===== config.mk =====
export PLATFORM = sky130hd
export DESIGN_NAME = iod_delay_tap_ctrl
export DESIGN_NICKNAME = d
export VERILOG_FILES = /design/src/rtl/iod_delay_tap_ctrl.sv
export SDC_FILE = /design/constraint.sdc
export NUM_CORES = 1
export LEC_CHECK = 0
export BUFFER_PORTS_ARGS = -buffer_cell sky130_fd_sc_hd__buf_4
export CELL_PAD_IN_SITES_DETAIL_PLACEMENT = 0
export CELL_PAD_IN_SITES_GLOBAL_PLACEMENT = 1
export CORE_MARGIN = 3
export CORE_UTILIZATION = 46
export DETAILED_ROUTE_END_ITERATION = 6
export PLACE_DENSITY = 0.92
export SYNTH_ARGS = -nofsm -noshare
export SYNTH_HDL_FRONTEND = slang
export SYNTH_SLANG_ARGS = --single-unit

===== constraint.sdc =====
create_clock -name fab_clk -period 7.7 [get_ports fab_clk]
set_input_delay 1.54 -clock fab_clk [delete_from_list [all_inputs] [get_ports fab_clk]]
set_output_delay 1.54 -clock fab_clk [all_outputs]
set_load 0.05 [all_outputs]

===== src/rtl/iod_delay_tap_ctrl.sv =====
// Lane-side sequencer for a PF IOD dynamic delay line.
// Takes a target tap over valid/ready, optionally reloads the line to its
// static value, then steps one tap per MOVE pulse with a settle gap after
// each pulse, tracking the tap position and aborting on out-of-range.
// Every output is a register loaded from the next-state decode, so each
// pulse is high exactly during the cycle its state occupies.
// A rejected target is routed through SETUP so that its DONE lands on the
// same cycle as a zero-step request.
module iod_delay_tap_ctrl #(
  parameter int TAP_W    = 8,
  parameter int MAX_TAP  = 255,
  parameter int INIT_TAP = 1,
  parameter int MOVE_GAP = 3
) (
  input  logic             fab_clk,
  input  logic             sync_rst_n,
  input  logic             req_valid,
  output logic             req_ready,
  input  logic             req_load,
  input  logic [TAP_W-1:0] req_tap,
  output logic             done,
  output logic             err,
  output logic             busy,
  output logic [TAP_W-1:0] cur_tap,
  output logic             delay_line_move,
  output logic             delay_line_direction,
  output logic             delay_line_load,
  input  logic             delay_line_out_of_range
);

  localparam int                GAP_W    = (MOVE_GAP > 1) ? $clog2(MOVE_GAP) : 1;
  localparam logic [GAP_W-1:0]  GAP_LAST = GAP_W'(MOVE_GAP - 1);
  localparam logic [GAP_W-1:0]  GAP_ZERO = GAP_W'(0);
  localparam logic [TAP_W:0]    MAX_L    = (TAP_W + 1)'(MAX_TAP);
  localparam logic [TAP_W-1:0]  INIT_L   = TAP_W'(INIT_TAP);
  localparam logic [TAP_W-1:0]  STEP_L   = TAP_W'(1);

  typedef enum logic [2:0] {
    ST_IDLE  = 3'd0,
    ST_LOAD  = 3'd1,
    ST_LWAIT = 3'd2,
    ST_SETUP = 3'd3,
    ST_MOVE  = 3'd4,
    ST_GAP   = 3'd5,
    ST_FIN   = 3'd6
  } state_t;

  state_t             state_r, state_n;
  logic [GAP_W-1:0]   gap_cnt_r, gap_cnt_n;
  logic [TAP_W-1:0]   cur_tap_r, cur_tap_n;
  logic [TAP_W-1:0]   target_r, target_n;
  logic               rej_r, rej_n;
  logic               direction_r, direction_n;
  logic               err_r, err_n;
  logic               done_r, move_r, load_r, busy_r, req_ready_r;
  logic               accept_s, bad_tap_s;
  logic [TAP_W-1:0]   tgt_s;
  logic               rej_s;

  assign accept_s  = req_valid & req_ready_r & (state_r == ST_IDLE);
  assign bad_tap_s = ({1'b0, req_tap} > MAX_L);
  // The target/reject seen on the accept edge comes straight from the request.
  assign tgt_s     = (state_r == ST_IDLE) ? req_tap : target_r;
  assign rej_s     = (state_r == ST_IDLE) ? bad_tap_s : rej_r;

  // Next-state, tap tracking and outcome decode.
  always_comb begin
    state_n     = state_r;
    gap_cnt_n   = gap_cnt_r;
    cur_tap_n   = cur_tap_r;
    target_n    = target_r;
    rej_n       = rej_r;
    err_n       = err_r;
    direction_n = direction_r;
    case (state_r)
      ST_IDLE: begin
        if (accept_s) begin
          target_n = req_tap;
          rej_n    = bad_tap_s;
          if (req_load && !bad_tap_s) begin
            state_n = ST_LOAD;
          end else begin
            state_n = ST_SETUP;
          end
        end else begin
          state_n = ST_IDLE;
        end
      end
      ST_LOAD: begin
        cur_tap_n = INIT_L;
        gap_cnt_n = GAP_ZERO;
        state_n   = ST_LWAIT;
      end
      ST_LWAIT: begin
        if (gap_cnt_r == GAP_LAST) begin
          state_n = ST_SETUP;
        end else begin
          gap_cnt_n = gap_cnt_r + GAP_W'(1);
        end
      end
      ST_SETUP: begin
        if (rej_r) begin
          err_n   = 1'b1;
          state_n = ST_FIN;
        end else if (target_r == cur_tap_r) begin
          err_n   = 1'b0;
          state_n = ST_FIN;
        end else begin
          state_n = ST_MOVE;
        end
      end
      ST_MOVE: begin
        cur_tap_n = direction_r ? (cur_tap_r + STEP_L) : (cur_tap_r - STEP_L);
        gap_cnt_n = GAP_ZERO;
        state_n   = ST_GAP;
      end
      ST_GAP: begin
        if (gap_cnt_r != GAP_LAST) begin
          gap_cnt_n = gap_cnt_r + GAP_W'(1);
        end else if (delay_line_out_of_range) begin
          // The line refused the last step: take it back out of the model.
          cur_tap_n = direction_r ? (cur_tap_r - STEP_L) : (cur_tap_r + STEP_L);
          err_n     = 1'b1;
          state_n   = ST_FIN;
        end else if (cur_tap_r == target_r) begin
          err_n   = 1'b0;
          state_n = ST_FIN;
        end else begin
          state_n = ST_MOVE;
        end
      end
      ST_FIN: begin
        state_n = ST_IDLE;
      end
      default: begin
        state_n = ST_IDLE;
      end
    endcase
    // Direction settles on SETUP entry, a full cycle ahead of the first MOVE.
    if ((state_n == ST_SETUP) && !rej_s) begin
      direction_n = (tgt_s > cur_tap_n);
    end else begin
      direction_n = direction_r;
    end
  end

  // State, datapath and registered output update with synchronous reset.
  always_ff @(posedge fab_clk) begin
    if (!sync_rst_n) begin
      state_r     <= ST_IDLE;
      gap_cnt_r   <= GAP_ZERO;
      cur_tap_r   <= INIT_L;
      target_r    <= INIT_L;
      rej_r       <= 1'b0;
      direction_r <= 1'b1;
      err_r       <= 1'b0;
      done_r      <= 1'b0;
      move_r      <= 1'b0;
      load_r      <= 1'b0;
      busy_r      <= 1'b0;
      req_ready_r <= 1'b1;
    end else begin
      state_r     <= state_n;
      gap_cnt_r   <= gap_cnt_n;
      cur_tap_r   <= cur_tap_n;
      target_r    <= target_n;
      rej_r       <= rej_n;
      direction_r <= direction_n;
      err_r       <= err_n;
      done_r      <= (state_n == ST_FIN);
      move_r      <= (state_n == ST_MOVE);
      load_r      <= (state_n == ST_LOAD);
      busy_r      <= (state_n != ST_IDLE);
      req_ready_r <= (state_n == ST_IDLE);
    end
  end

  assign req_ready            = req_ready_r;
  assign done                 = done_r;
  assign err                  = err_r;
  assign busy                 = busy_r;
  assign cur_tap              = cur_tap_r;
  assign delay_line_move      = move_r;
  assign delay_line_direction = direction_r;
  assign delay_line_load      = load_r;

endmodule


; After elaboration in Yosys (flattened, before gate mapping)
; Cells that the tools add are included.
[totals]
ff_bits = 28
inputBits = 13
output_inout_bits = 15
[op_classes]
add_sub_neg = 3
order_cmp = 1
n_eq_ne = 18
muxes = 22
bitwise_logic = 2
reduce_logical = 9
[op_table]
columns = op, count
row1 = 2-to-1 mux 8 bit, 5
row2 = one-hot mux 8 bit (3 select lines), 1
row3 = one-hot mux 3 bit (6 select lines), 1
row4 = == test 8 bit, 2
row5 = == test 3 bit (second input constant), 4
row6 = 2-to-1 mux 2 bit, 6
row7 = != test 2 bit (second input constant), 5
row8 = == test 3 x 2 -> 1 bit (second input constant), 3
row9 = 2-to-1 mux 3 bit, 3
row10 = adder 8 x 1 -> 8 bit (second input constant), 1
row11 = > comparator 8 bit, 1
row12 = subtractor 8 x 1 -> 8 bit (second input constant), 1
row13 = == test 3 x 1 -> 1 bit (second input constant), 2
row14 = zero test 3 bit, 2
row15 = one-hot mux 2 bit (3 select lines), 1
row16 = nonzero test 3 bit, 2
row17 = 2-to-1 mux 1 bit, 4
row18 = AND reduction 4 bit, 1
row19 = != test 3 bit (second input constant), 1
row20 = AND reduction 3 bit, 1
row21 = adder 2 x 1 -> 2 bit (second input constant), 1
row22 = AND 1 bit, 2
row23 = == test 2 bit (second input constant), 1
row24 = one-hot mux 1 bit (2 select lines), 1
row25 = other kinds (3), 3

; Logic depth before layout (Yosys ltp)
; Gate-level depths: netlist of run 1.
[logic_depth]
word_depth = 6
ltp_mapped = 13

; Least setup slack after synthesis of run 1
; OpenSTA, ideal clock, no wires.
[synth_path]
kind = in2reg
start = input port delay_line_out_of_range
end = register direction_r, in the netlist delay_line_direction
arrival_time_ps = 3204
path_slack_ps = 4346
cell_stages = 10
cell_sequence = a21boi_2 > a211oi_1 > o311ai_1 > a21boi_1 > o21ba_1 > ha_1 > a21oi_1 > o21ai_0 > a211oi_1 > o311ai_0
[synth_between]
elab_chain_len = 4
elab_cells_between_ends = 8
cone_classes = 1 x order compare / 1 x eq/ne / 6 x mux
[synth_lines]
columns = element, line
row1 = from (decl), 28  ; input logic delay_line_out_of_range
row2 = 2-to-1 mux 8 bit or 2-to-1 mux 2 bit (tied branches), 120  ; end else if (delay_line_out_of_range) begin
row3 = 2-to-1 mux 8 bit or 2-to-1 mux 3 bit (tied branches), 118  ; if (gap_cnt_r != GAP_LAST) begin
row4 = one-hot mux 8 bit (3 select lines) or one-hot mux 3 bit (6 select lines) (tied branches), 75  ; case (state_r)
row5 = > comparator 8 bit or == test 3 x 2 -> 1 bit (tied branches), "141, 140"
row6 = to (signal assigned), 168  ; direction_r <= direction_n;
row7 = to (decl), 53  ; logic direction_r, direction_n;
; Several ways; a longest one is shown, not always the timed one.
; A chain may end at the register's enable or synchronous reset.

; Worst setup path after layout of run 1
; Ends and elaborated chain as after synthesis.

==> results of run 1 <==
[critical path, cell delays in order]
cell and delay, ns:
sky130_fd_sc_hd__buf_4 0.12, sky130_fd_sc_hd__a21boi_2 0.08, sky130_fd_sc_hd__a211oi_1 0.43, sky130_fd_sc_hd__o311ai_1 0.18, sky130_fd_sc_hd__a21boi_1 0.17, sky130_fd_sc_hd__o21ba_1 0.23
sky130_fd_sc_hd__ha_1 0.24, sky130_fd_sc_hd__a21oi_1 0.14, sky130_fd_sc_hd__o21ai_0 0.12, sky130_fd_sc_hd__a211oi_1 0.21, sky130_fd_sc_hd__o311ai_0 0.14
[power groups by stage]
stage | registers (mW) | logic [mW] | clock network, mW
floorplan | 0.174 | 0.0890 | 0
global placement | 0.175 | 0.112 | 0
CTS | 0.171 | 0.114 | 0.0976
finish | 0.172 | 0.113 | 0.0952
global route | 0.174 | 0.128 | 0.103
detailed placement | 0.175 | 0.113 | 0
[sequential cells by signal, indices dropped and copies added, names as in the netlist, 2 cells and up]
signal / cells
cur_tap: 8
state_r: 3
gap_cnt_r: 2
target_r: 8
[final timing paths]
check | start | endpoint | slack [ns] | depth (start not counted)
min | err$_SDFFE_PN0P_ | err$_SDFFE_PN0P_ | 0.49 | 2
min reg2reg | err$_SDFFE_PN0P_ | err$_SDFFE_PN0P_ | 0.49 | 2
max | delay_line_out_of_range | delay_line_direction$_SDFFE_PN1N_ | 4.25 | 11
max reg2reg | cur_tap[0]$_SDFF_PN1_ | delay_line_direction$_SDFFE_PN1N_ | 4.57 | 12
[final cells by class]
type                       instances  area, um2  share of cell area [%]
timing repair buffer              27      202.7                   8.891
inverter                           7      26.28                   1.153
clock buffer                       4      55.05                   2.415
tap                               50      62.56                   2.744
sequential                        28      560.5                   24.59
multi-input combinational        196       1373                   60.21
[cell usage in the layout, fill, tap and decap left out, types with 2 or more instances in the layout]
master	netlist	routed
sky130_fd_sc_hd__nand2_1	35	35
sky130_fd_sc_hd__dfxtp_1	28	28
sky130_fd_sc_hd__buf_4	5	27
sky130_fd_sc_hd__a21oi_1	11	11
sky130_fd_sc_hd__o21ai_0	11	11
sky130_fd_sc_hd__xor2_1	11	11
sky130_fd_sc_hd__ha_1	11	11
sky130_fd_sc_hd__nand3_1	10	10
sky130_fd_sc_hd__nor2_1	10	10
sky130_fd_sc_hd__mux2_2	9	9
sky130_fd_sc_hd__a21boi_0	8	8
sky130_fd_sc_hd__inv_1	7	7
sky130_fd_sc_hd__nand2b_1	7	7
sky130_fd_sc_hd__nor2b_1	7	7
sky130_fd_sc_hd__nor3_1	4	4
sky130_fd_sc_hd__xnor2_1	4	4
sky130_fd_sc_hd__a211oi_1	4	4
sky130_fd_sc_hd__nand4_1	4	4
sky130_fd_sc_hd__mux2i_1	4	4
sky130_fd_sc_hd__clkbuf_8	0	4
sky130_fd_sc_hd__nor4_1	3	3
sky130_fd_sc_hd__nor3b_1	3	3
sky130_fd_sc_hd__nor2b_2	2	2
sky130_fd_sc_hd__a21boi_1	2	2
sky130_fd_sc_hd__a211o_1	2	2
sky130_fd_sc_hd__o21ai_1	2	2
sky130_fd_sc_hd__a2bb2oi_1	2	2
sky130_fd_sc_hd__and2_1	2	2
sky130_fd_sc_hd__and3_1	2	2
sky130_fd_sc_hd__o21a_1	2	2
[routing by layer]
layer	vias up	track usage (%)	routed length, um
met2	28	29.10	2101
met4	0	6.762	70
met5	-	0	0
li1	913	-	-
met3	5	2.479	139
met1	835	26.98	2307
[cell families after synthesis]
kind of cell	count (synthesis)	synth area share (%)
AO/OA/AOI/OAI	59	20.16
XOR/XNOR	15	6.356
adder cells (fa/ha/maj)	11	6.658
buffers and inverters	24	6.478
flip-flops	28	27.12
multiplexers	13	6.840
AND/OR/NAND/NOR	98	26.39
==> run_summary.xml, run 1 <==
<?xml version="1.0" encoding="UTF-8"?>
<metrics>
  <group name="run_status">
    <metric name="status" unit="">completed</metric>
  </group>
  <group name="clock_network">
    <metric name="cts_clk_pin_slew_worst_paths" unit="ns">0.10</metric>
    <metric name="cts.sinks" unit="">28</metric>
    <metric name="clkLatencyLatePin" unit="ns">0.28</metric>
    <metric name="postCtsSetupBuffers" unit="">0</metric>
    <metric name="cts_buffers" unit="">3</metric>
    <metric name="htreeDepth" unit="">1</metric>
    <metric name="cts.root.buffer_cell" unit="">sky130_fd_sc_hd__clkbuf_8</metric>
    <metric name="cts.hold.buffers_added" unit="">0</metric>
    <metric name="clockBufferDepth" unit="">2</metric>
    <metric name="tritoncts" unit="">done</metric>
    <metric name="post_cts_resize_count" unit="">0</metric>
  </group>
  <group name="power_and_ir_drop">
    <metric name="power.net_switching" unit="mW">0.1279</metric>
    <metric name="total_leakage_power" unit="nW">0.9031</metric>
    <metric name="p_sw_share" unit="%">33.63</metric>
    <metric name="seq_power_share" unit="%">45.1</metric>
    <metric name="clock_power_share" unit="%">25.1</metric>
    <metric name="maximum_vdd_ir_drop" unit="uV">114.1</metric>
    <metric name="power_per_cell_area" unit="nW/um2">166.8</metric>
    <metric name="comb_power_share" unit="%">29.8</metric>
    <metric name="report.power.total" unit="mW">0.3801</metric>
    <metric name="power_report.internal_total" unit="mW">0.2523</metric>
  </group>
  <group name="finish">
    <metric name="layout-drive-gt1-share" unit="%">19.47</metric>
    <metric name="fillerInstances" unit="">380</metric>
    <metric name="antenna_cells" unit="">0</metric>
    <metric name="final-instance-count-excl-fill" unit="">312</metric>
    <metric name="post-route-cell-area" unit="um2">2280</metric>
    <metric name="postLayoutCoreUtil" unit="%">54.63</metric>
    <metric name="num-nets-final" unit="">287</metric>
    <metric name="areaGrowthSynthToFinish" unit="%">10.29</metric>
  </group>
  <group name="logic_synthesis">
    <metric name="async_reset_ff_share" unit="%">0</metric>
    <metric name="postSynthAreaPerCell" unit="um2">8.335</metric>
    <metric name="yosysTopAreaCell" unit="">sky130_fd_sc_hd__dfxtp_1</metric>
    <metric name="synth_largest_type_area_fraction" unit="%">27.12</metric>
    <metric name="synthesis.area" unit="um2">2067</metric>
    <metric name="mappedNetlistNets" unit="">272</metric>
    <metric name="ys_top_cells_by_area" unit="">sky130_fd_sc_hd__dfxtp_1 (27%), sky130_fd_sc_hd__ha_1 (6.7%), sky130_fd_sc_hd__nand2_1 (6.4%)</metric>
    <metric name="synth_ff_type" unit="">sky130_fd_sc_hd__dfxtp_1</metric>
    <metric name="synth_commonest_cells" unit="">sky130_fd_sc_hd__nand2_1 (35), sky130_fd_sc_hd__dfxtp_1 (28)</metric>
    <metric name="synth.ff_latch_count" unit="">28</metric>
    <metric name="number_of_synthesized_flops_with_an_enable_pin" unit="">0</metric>
    <metric name="synth_warnings" unit="">0</metric>
    <metric name="synth_cell_type_count" unit="">56</metric>
    <metric name="sequential_to_total_area_share_from_yosys_stat" unit="%">27.12</metric>
    <metric name="synthMostInstantiatedCell" unit="">sky130_fd_sc_hd__nand2_1</metric>
    <metric name="post_synth_inst_count" unit="">248</metric>
  </group>
  <group name="drt">
    <metric name="wl_per_cell" unit="um">14.80</metric>
    <metric name="firstDrtPassIters" unit="">4</metric>
    <metric name="antenna_left" unit="">0</metric>
    <metric name="number_of_vias_in_the_routed_layout" unit="">1781</metric>
    <metric name="post-route-drc-count" unit="">0</metric>
    <metric name="route.detailed.vias_per_inst" unit="">5.708</metric>
    <metric name="number_of_drc_markers_after_the_initial_detailed_route_iteration" unit="">59</metric>
    <metric name="totalWireLength" unit="um">4619</metric>
  </group>
  <group name="setup_path">
    <metric name="critical_setup_path_kind" unit="">in -&gt; reg</metric>
    <metric name="crit_required" unit="ns">7.85</metric>
    <metric name="end_kind" unit="">register</metric>
    <metric name="timing.critical_path.from_type" unit="">input port</metric>
    <metric name="worst_ep_arrival_time" unit="ns">3.60</metric>
    <metric name="path_max_fanout" unit="">7</metric>
  </group>
  <group name="floorplanning">
    <metric name="fp.coreArea" unit="um2">4173</metric>
    <metric name="design.die.area" unit="um2">5334</metric>
    <metric name="num_rows" unit="">23</metric>
    <metric name="vertical_die_dimension" unit="um">73.04</metric>
    <metric name="initial_utilization" unit="%">49.54</metric>
    <metric name="top_level_ports" unit="">28</metric>
    <metric name="fp.dieW" unit="um">73.04</metric>
  </group>
  <group name="grt">
    <metric name="grt_overflow_total" unit="">0</metric>
    <metric name="via_count_of_the_first_global_routing_pass" unit="">1627</metric>
    <metric name="grt_first_pass_wirelength" unit="um">7914</metric>
    <metric name="grt_total_usage" unit="%">18.94</metric>
    <metric name="grt_max_degree" unit="">27</metric>
    <metric name="antenna_found_initial" unit="">0</metric>
  </group>
  <group name="timing">
    <metric name="setup_viol" unit="">0</metric>
    <metric name="final.setup.worst_slack" unit="ns">4.254</metric>
    <metric name="drv_slew" unit="">0</metric>
    <metric name="worst_slew_pin_slew" unit="ns">0.9998</metric>
    <metric name="finalWorstPathRequiredPeriod" unit="ns">3.446</metric>
    <metric name="max_slew_margin" unit="%">32.98</metric>
    <metric name="holdWs" unit="ns">0.4924</metric>
    <metric name="rsz0062_at_grt" unit="">no</metric>
    <metric name="worst_clock_skew" unit="ns">0.001477</metric>
    <metric name="tns_setup" unit="ns">0</metric>
    <metric name="finalHoldViolations" unit="">0</metric>
    <metric name="clock.fmax" unit="MHz">290.2</metric>
    <metric name="final_period_utilization" unit="%">44.75</metric>
  </group>
  <group name="run">
    <metric name="maxCapViolCount" unit="">0</metric>
  </group>
  <group name="placement">
    <metric name="port-buffer-count" unit="">27</metric>
    <metric name="post-place-ws" unit="ns">3.967</metric>
    <metric name="dp.cells" unit="">308</metric>
    <metric name="dp_hpwl" unit="um">3457</metric>
    <metric name="placed_area" unit="um2">2225</metric>
    <metric name="finalWeightedCongestion" unit="">0.9088</metric>
  </group>
  <group name="worst_hold_path">
    <metric name="worst_hold_path_type" unit="">reg -&gt; reg</metric>
  </group>
</metrics>
No activity file was read; power rests on OpenSTA's default activity.
==> inputs of run 2 (changes only) <==
--- a/config.mk
+++ b/config.mk
@@ -9,9 +9,9 @@
 export CELL_PAD_IN_SITES_DETAIL_PLACEMENT = 0
 export CELL_PAD_IN_SITES_GLOBAL_PLACEMENT = 1
 export CORE_MARGIN = 3
-export CORE_UTILIZATION = 46
+export CORE_UTILIZATION = 43
 export DETAILED_ROUTE_END_ITERATION = 6
-export PLACE_DENSITY = 0.92
+export PLACE_DENSITY = 0.88
 export SYNTH_ARGS = -nofsm -noshare
 export SYNTH_HDL_FRONTEND = slang
 export SYNTH_SLANG_ARGS = --single-unit
==> constraint.sdc (replaced) <==
create_clock -name fab_clk -period 3.6 [get_ports fab_clk]
set_input_delay 0.72 -clock fab_clk [delete_from_list [all_inputs] [get_ports fab_clk]]
set_output_delay 0.72 -clock fab_clk [all_outputs]
set_load 0.05 [all_outputs]
==> run_summary.xml, run 2 (synthesized netlist as in run 1, its figures left out) <==
<?xml version="1.0" encoding="UTF-8"?>
<metrics>
  <group name="timing">
    <metric name="rsz0062_at_grt" unit="">no</metric>
    <metric name="setup_viol" unit="">0</metric>
    <metric name="holdWs" unit="ns">0.4955</metric>
    <metric name="finalHoldViolations" unit="">0</metric>
    <metric name="worst_slew_pin_slew" unit="ns">0.6695</metric>
    <metric name="worst_clock_skew" unit="ns">0.004320</metric>
    <metric name="max_slew_margin" unit="%">55.31</metric>
    <metric name="clock.fmax" unit="MHz">327.8</metric>
    <metric name="finalWorstPathRequiredPeriod" unit="ns">3.050</metric>
    <metric name="tns_setup" unit="ns">0</metric>
    <metric name="drv_slew" unit="">0</metric>
    <metric name="final_period_utilization" unit="%">84.73</metric>
  </group>
  <group name="placement">
    <metric name="dp.cells" unit="">313</metric>
    <metric name="port-buffer-count" unit="">27</metric>
    <metric name="finalWeightedCongestion" unit="">0.8342</metric>
    <metric name="dp_hpwl" unit="um">3586</metric>
    <metric name="placed_area" unit="um2">2250</metric>
  </group>
  <group name="finish">
    <metric name="post-route-cell-area" unit="um2">2305</metric>
    <metric name="layout.cells.most_common" unit="">sky130_fd_sc_hd__nand2_1</metric>
    <metric name="num-nets-final" unit="">290</metric>
    <metric name="areaGrowthSynthToFinish" unit="%">11.50</metric>
    <metric name="antenna_cells" unit="">0</metric>
    <metric name="layout-drive-gt1-share" unit="%">20.38</metric>
    <metric name="final-instance-count-excl-fill" unit="">317</metric>
    <metric name="most-common-layout-cells" unit="">sky130_fd_sc_hd__nand2_1 (35), sky130_fd_sc_hd__buf_4 (30), sky130_fd_sc_hd__dfxtp_1 (28)</metric>
  </group>
  <group name="clock_network">
    <metric name="cts.hold.buffers_added" unit="">0</metric>
    <metric name="tritoncts" unit="">done</metric>
    <metric name="cts_clk_pin_slew_worst_paths" unit="ns">0.10</metric>
    <metric name="clockBufferDepth" unit="">2</metric>
    <metric name="post_cts_resize_count" unit="">0</metric>
    <metric name="htreeDepth" unit="">1</metric>
    <metric name="cts.sinks" unit="">28</metric>
    <metric name="cts_buffers" unit="">3</metric>
    <metric name="postCtsSetupBuffers" unit="">0</metric>
    <metric name="cts.root.buffer_cell" unit="">sky130_fd_sc_hd__clkbuf_8</metric>
    <metric name="clkLatencyLatePin" unit="ns">0.27</metric>
  </group>
  <group name="setup_path">
    <metric name="path_max_fanout" unit="">12</metric>
    <metric name="timing.reg2reg.worst_path_depth" unit="">12</metric>
    <metric name="cp_cell_sequence" unit="">inv_1 -&gt; ha_1 -&gt; xor2_1 -&gt; mux2_2 -&gt; o21ai_0 -&gt; a2bb2oi_1 -&gt; ha_1 -&gt; nor2b_1 -&gt; o21ai_0 -&gt; nand2b_1 -&gt; a211oi_1 -&gt; o311ai_0</metric>
    <metric name="timing.rr.start" unit="">cur_tap[1]$_SDFF_PN0_</metric>
    <metric name="cp-endpoint" unit="">delay_line_direction$_SDFFE_PN1N_</metric>
    <metric name="crit_required" unit="ns">3.74</metric>
    <metric name="timing.rr.end" unit="">delay_line_direction$_SDFFE_PN1N_</metric>
    <metric name="r2r_setup_slk" unit="ns">0.55</metric>
    <metric name="timing.critical_path.depth" unit="">12</metric>
    <metric name="worst_ep_arrival_time" unit="ns">3.19</metric>
    <metric name="critical_path.top_delay_family" unit="">compound AO/OA/AOI/OAI gates</metric>
    <metric name="critical_path.slowest_cell" unit="">sky130_fd_sc_hd__dfxtp_1</metric>
    <metric name="timing.critical_path.slowest_cell_delay" unit="ns">0.66</metric>
    <metric name="end_kind" unit="">register</metric>
    <metric name="worst_setup_path_startpoint" unit="">cur_tap[1]$_SDFF_PN0_</metric>
    <metric name="critical_setup_path_kind" unit="">reg -&gt; reg</metric>
    <metric name="timing.critical_path.buf_inv" unit="">1</metric>
    <metric name="timing.critical_path.from_type" unit="">register</metric>
  </group>
  <group name="floorplanning">
    <metric name="design.die.area" unit="um2">5675</metric>
    <metric name="top_level_ports" unit="">28</metric>
    <metric name="fp.coreArea" unit="um2">4504</metric>
    <metric name="num_rows" unit="">24</metric>
    <metric name="vertical_die_dimension" unit="um">75.33</metric>
    <metric name="fp.dieW" unit="um">75.33</metric>
    <metric name="initial_utilization" unit="%">45.89</metric>
  </group>
  <group name="grt">
    <metric name="via_count_of_the_first_global_routing_pass" unit="">1714</metric>
    <metric name="antenna_found_initial" unit="">0</metric>
    <metric name="grt_max_degree" unit="">27</metric>
    <metric name="grt_overflow_total" unit="">0</metric>
    <metric name="grt_first_pass_wirelength" unit="um">7976</metric>
    <metric name="grt_total_usage" unit="%">17.77</metric>
  </group>
  <group name="worst_hold_path">
    <metric name="worst_hold_path_type" unit="">reg -&gt; reg</metric>
  </group>
  <group name="run_status">
    <metric name="status" unit="">completed</metric>
  </group>
  <group name="drt">
    <metric name="firstDrtPassIters" unit="">5</metric>
    <metric name="totalWireLength" unit="um">4673</metric>
    <metric name="antenna_left" unit="">0</metric>
    <metric name="post-route-drc-count" unit="">0</metric>
    <metric name="number_of_drc_markers_after_the_initial_detailed_route_iteration" unit="">149</metric>
    <metric name="wl_per_cell" unit="um">14.74</metric>
    <metric name="number_of_vias_in_the_routed_layout" unit="">1771</metric>
    <metric name="route.detailed.vias_per_inst" unit="">5.587</metric>
  </group>
  <group name="power_and_ir_drop">
    <metric name="total_leakage_power" unit="nW">0.9173</metric>
    <metric name="maximum_vdd_ir_drop" unit="uV">185.7</metric>
    <metric name="power_per_cell_area" unit="nW/um2">352.9</metric>
  </group>
  <group name="run">
    <metric name="maxCapViolCount" unit="">0</metric>
  </group>
</metrics>
-- run 2: worst min-delay path by stage --
| stage | from | to | slack, ns | depth (start not counted) |
|---|---|---|---|---|
| after floorplan | target_r[7]$_SDFFE_PN0P_ | target_r[7]$_SDFFE_PN0P_ | 0.46 | 2 |
| after global placement | target_r[4]$_SDFFE_PN0P_ | target_r[4]$_SDFFE_PN0P_ | 0.47 | 2 |
| after detailed placement | gap_cnt_r[1]$_SDFFE_PN0P_ | gap_cnt_r[1]$_SDFFE_PN0P_ | 0.49 | 2 |
| after CTS | gap_cnt_r[1]$_SDFFE_PN0P_ | gap_cnt_r[1]$_SDFFE_PN0P_ | 0.50 | 2 |
| after global routing | target_r[2]$_SDFFE_PN0P_ | target_r[2]$_SDFFE_PN0P_ | 0.53 | 2 |
| final | target_r[2]$_SDFFE_PN0P_ | target_r[2]$_SDFFE_PN0P_ | 0.50 | 2 |
-- run 2: metal layers --
metal	track usage (%)	vias up	wire, um	share of wire (%)
li1	-	919	-	-
met1	24.92	822	2346	50
met2	28.86	26	2142	46
met3	2.243	4	133	2.8
met4	4.660	0	51	1.1
met5	0	-	0	0
-- run 2: worst register-to-register path, delay by kind of cell, from the launching register on --
| family | cells | cell delay, ns |
|---|---|---|
| AO/OA/AOI/OAI | 5 | 0.74 |
| adder cells (fa/ha/maj) | 2 | 0.65 |
| AND/OR/NAND/NOR | 2 | 0.20 |
| flip-flops | 1 | 0.66 |
| buffers and inverters | 1 | 0.17 |
| multiplexers | 1 | 0.34 |
| XOR/XNOR | 1 | 0.15 |
-- run 2: through the flow --
stage / setup slack, ns / total power [mW] / utilization (%)
6_report: 0.5497 / 0.8133 / 51.17
5_1_grt: 0.2494 / 0.8720 / 51.17
4_1_cts: 0.5357 / 0.8245 / 51.17
3_5_place_dp: 0.5361 / 0.6252 / 49.94
3_3_place_gp: 0.5974 / 0.6228 / 49.94
2_1_floorplan: 0.4693 / 0.5616 / -
-- run 2: layout make-up --
type	count	area (um2)
clock buffer	4	55.05
multi-input combinational	196	1373
fill	441	2200
timing repair buffer	30	225.2
inverter	7	26.28
tap	52	65.06
sequential	28	560.5
-- run 2: where the power goes --
part           switching [mW]  leakage (nW)  internal, mW
registers              0.0331         0.228         0.330
clock network          0.0980        0.0288        0.0979
logic                   0.137         0.660         0.116
total                   0.268         0.917         0.545
==> inputs of run 3 (changes only) <==
==> constraint.sdc (replaced) <==
create_clock -name fab_clk -period 3.2 [get_ports fab_clk]
set_input_delay 0.64 -clock fab_clk [delete_from_list [all_inputs] [get_ports fab_clk]]
set_output_delay 0.64 -clock fab_clk [all_outputs]
set_load 0.05 [all_outputs]
==> run_summary.xml, run 3 (synthesized netlist as in run 1, its figures left out) <==
<?xml version="1.0" encoding="UTF-8"?>
<metrics>
  <group name="run_status">
    <metric name="status" unit="">completed</metric>
  </group>
  <group name="drt">
    <metric name="number_of_drc_markers_after_the_initial_detailed_route_iteration" unit="">123</metric>
    <metric name="totalWireLength" unit="um">4802</metric>
    <metric name="antenna_left" unit="">0</metric>
    <metric name="wl_per_cell" unit="um">15.01</metric>
    <metric name="firstDrtPassIters" unit="">4</metric>
    <metric name="number_of_vias_in_the_routed_layout" unit="">1806</metric>
    <metric name="post-route-drc-count" unit="">0</metric>
    <metric name="route.detailed.vias_per_inst" unit="">5.644</metric>
  </group>
  <group name="placement">
    <metric name="post-place-ws" unit="ns">0.3092</metric>
    <metric name="finalWeightedCongestion" unit="">0.8266</metric>
    <metric name="port-buffer-count" unit="">27</metric>
    <metric name="dp_hpwl" unit="um">3679</metric>
  </group>
  <group name="floorplanning">
    <metric name="num_rows" unit="">24</metric>
    <metric name="initial_utilization" unit="%">45.89</metric>
    <metric name="fp.coreArea" unit="um2">4504</metric>
    <metric name="design.die.area" unit="um2">5675</metric>
    <metric name="top_level_ports" unit="">28</metric>
    <metric name="fp.dieW" unit="um">75.33</metric>
    <metric name="vertical_die_dimension" unit="um">75.33</metric>
  </group>
  <group name="finish">
    <metric name="areaGrowthSynthToFinish" unit="%">13.62</metric>
    <metric name="fillerInstances" unit="">469</metric>
    <metric name="most-common-layout-cells" unit="">sky130_fd_sc_hd__nand2_1 (35), sky130_fd_sc_hd__buf_4 (33), sky130_fd_sc_hd__dfxtp_1 (28)</metric>
    <metric name="layout-drive-gt1-share" unit="%">21.64</metric>
    <metric name="antenna_cells" unit="">0</metric>
    <metric name="layout.cells.most_common" unit="">sky130_fd_sc_hd__nand2_1</metric>
    <metric name="num-nets-final" unit="">293</metric>
  </group>
  <group name="grt">
    <metric name="via_count_of_the_first_global_routing_pass" unit="">1625</metric>
    <metric name="grt_max_degree" unit="">27</metric>
    <metric name="antenna_found_initial" unit="">0</metric>
    <metric name="grt_first_pass_wirelength" unit="um">8169</metric>
    <metric name="grt_total_usage" unit="%">18.40</metric>
    <metric name="grt_overflow_total" unit="">0</metric>
  </group>
  <group name="timing">
    <metric name="tns_setup" unit="ns">0</metric>
    <metric name="worst_clock_skew" unit="ns">0.002887</metric>
    <metric name="clock.fmax" unit="MHz">360.9</metric>
    <metric name="final_period_utilization" unit="%">86.59</metric>
    <metric name="worst_slew_pin_slew" unit="ns">0.6394</metric>
    <metric name="final.setup.worst_slack" unit="ns">0.4292</metric>
    <metric name="finalWorstPathRequiredPeriod" unit="ns">2.771</metric>
    <metric name="finalHoldViolations" unit="">0</metric>
    <metric name="setup_viol" unit="">0</metric>
    <metric name="max_slew_margin" unit="%">57.14</metric>
    <metric name="holdWs" unit="ns">0.4940</metric>
    <metric name="rsz0062_at_grt" unit="">no</metric>
    <metric name="drv_slew" unit="">0</metric>
  </group>
  <group name="power_and_ir_drop">
    <metric name="total_leakage_power" unit="nW">0.9402</metric>
    <metric name="maximum_vdd_ir_drop" unit="uV">270.8</metric>
    <metric name="power_per_cell_area" unit="nW/um2">420.3</metric>
  </group>
  <group name="setup_path">
    <metric name="end_kind" unit="">register</metric>
    <metric name="worst_ep_arrival_time" unit="ns">2.92</metric>
    <metric name="critical_setup_path_kind" unit="">reg -&gt; reg</metric>
    <metric name="crit_required" unit="ns">3.35</metric>
    <metric name="path_max_fanout" unit="">14</metric>
    <metric name="timing.critical_path.from_type" unit="">register</metric>
  </group>
  <group name="clock_network">
    <metric name="cts.hold.buffers_added" unit="">0</metric>
    <metric name="clkLatencyLatePin" unit="ns">0.28</metric>
    <metric name="cts_buffers" unit="">3</metric>
    <metric name="htreeDepth" unit="">1</metric>
    <metric name="cts.sinks" unit="">28</metric>
    <metric name="clockBufferDepth" unit="">2</metric>
    <metric name="tritoncts" unit="">done</metric>
    <metric name="cts_clk_pin_slew_worst_paths" unit="ns">0.10</metric>
    <metric name="cts.root.buffer_cell" unit="">sky130_fd_sc_hd__clkbuf_8</metric>
  </group>
  <group name="worst_hold_path">
    <metric name="worst_hold_path_type" unit="">reg -&gt; reg</metric>
  </group>
  <group name="run">
    <metric name="maxCapViolCount" unit="">0</metric>
  </group>
</metrics>
==> run 3: cell count changes in the layout (fill, tap and decap cells not counted) <==
cell,delta
sky130_fd_sc_hd__a211oi_1,-1
sky130_fd_sc_hd__a211oi_2,+1
sky130_fd_sc_hd__buf_4,+3
sky130_fd_sc_hd__bufinv_16,+1
sky130_fd_sc_hd__clkbuf_8,-1
==> run 3: worst paths after layout <==
path	from	cells after the start	slack, ns	to
setup / recovery	state_r[2]$_SDFF_PN0_	10	0.43	delay_line_direction$_SDFFE_PN1N_
hold / removal	target_r[7]$_SDFFE_PN0P_	2	0.49	target_r[7]$_SDFFE_PN0P_
setup reg to reg	state_r[2]$_SDFF_PN0_	10	0.43	delay_line_direction$_SDFFE_PN1N_
hold reg to reg	target_r[7]$_SDFFE_PN0P_	2	0.49	target_r[7]$_SDFFE_PN0P_
==> run 3: timing repair <==
item / in CTS / in global routing
setup endpoints to repair: 0 / 1
gates resized for setup: 0 / 1
buffers inserted: 0 / 0
==> run 3: stage by stage <==
stage	util [%]	cells	total power [mW]	instance area (um2)
after floorplan	-	248	0.6318	2067
after global placement	50.44	316	0.7044	2272
after detailed placement	50.44	316	0.7079	2272
after CTS	52.03	320	0.9960	2344
after global routing	52.14	320	1.051	2349
final	52.14	320	0.9871	2349
==> run 3: report_power, final <==
group / switching, mW / internal (mW) / total [mW] / leakage [nW]
clock: 0.118 / 0.168 / 0.286 / 0.0357
combinational: 0.169 / 0.135 / 0.303 / 0.676
sequential: 0.0257 / 0.372 / 0.398 / 0.228
==> run 3: layout make-up <==
| cell class | instances | area (um2) | area share [%] |
|---|---|---|---|
| Multi-Input combinational cell | 196 | 1378 | 58.66 |
| Clock buffer | 3 | 41.29 | 1.758 |
| Clock inverter | 1 | 30.03 | 1.279 |
| Tap cell | 52 | 65.06 | 2.770 |
| Timing Repair Buffer | 33 | 247.7 | 10.55 |
| Inverter | 7 | 26.28 | 1.119 |
| Sequential cell | 28 | 560.5 | 23.87 |
==> run 3: layer usage <==
| layer | GRT usage [%] | vias up | part of all wire [%] |
|---|---|---|---|
| li1 | - | 927 | - |
| met1 | 27.34 | 828 | 49 |
| met2 | 27.80 | 44 | 45 |
| met3 | 2.770 | 7 | 4.3 |
| met4 | 4.660 | 0 | 1.2 |
| met5 | 0 | - | 0 |
==> run 3: critical path, stage by stage, from the launching register on <==
cell                       delay, ns
sky130_fd_sc_hd__dfxtp_1        0.65
sky130_fd_sc_hd__nor2b_2        0.30
sky130_fd_sc_hd__nand2b_1       0.11
sky130_fd_sc_hd__o311ai_1       0.26
sky130_fd_sc_hd__a21boi_1       0.23
sky130_fd_sc_hd__o21ba_1        0.19
sky130_fd_sc_hd__ha_1           0.31
sky130_fd_sc_hd__a21oi_1        0.14
sky130_fd_sc_hd__o21ai_0        0.11
sky130_fd_sc_hd__a211oi_1       0.21
sky130_fd_sc_hd__o311ai_0       0.14
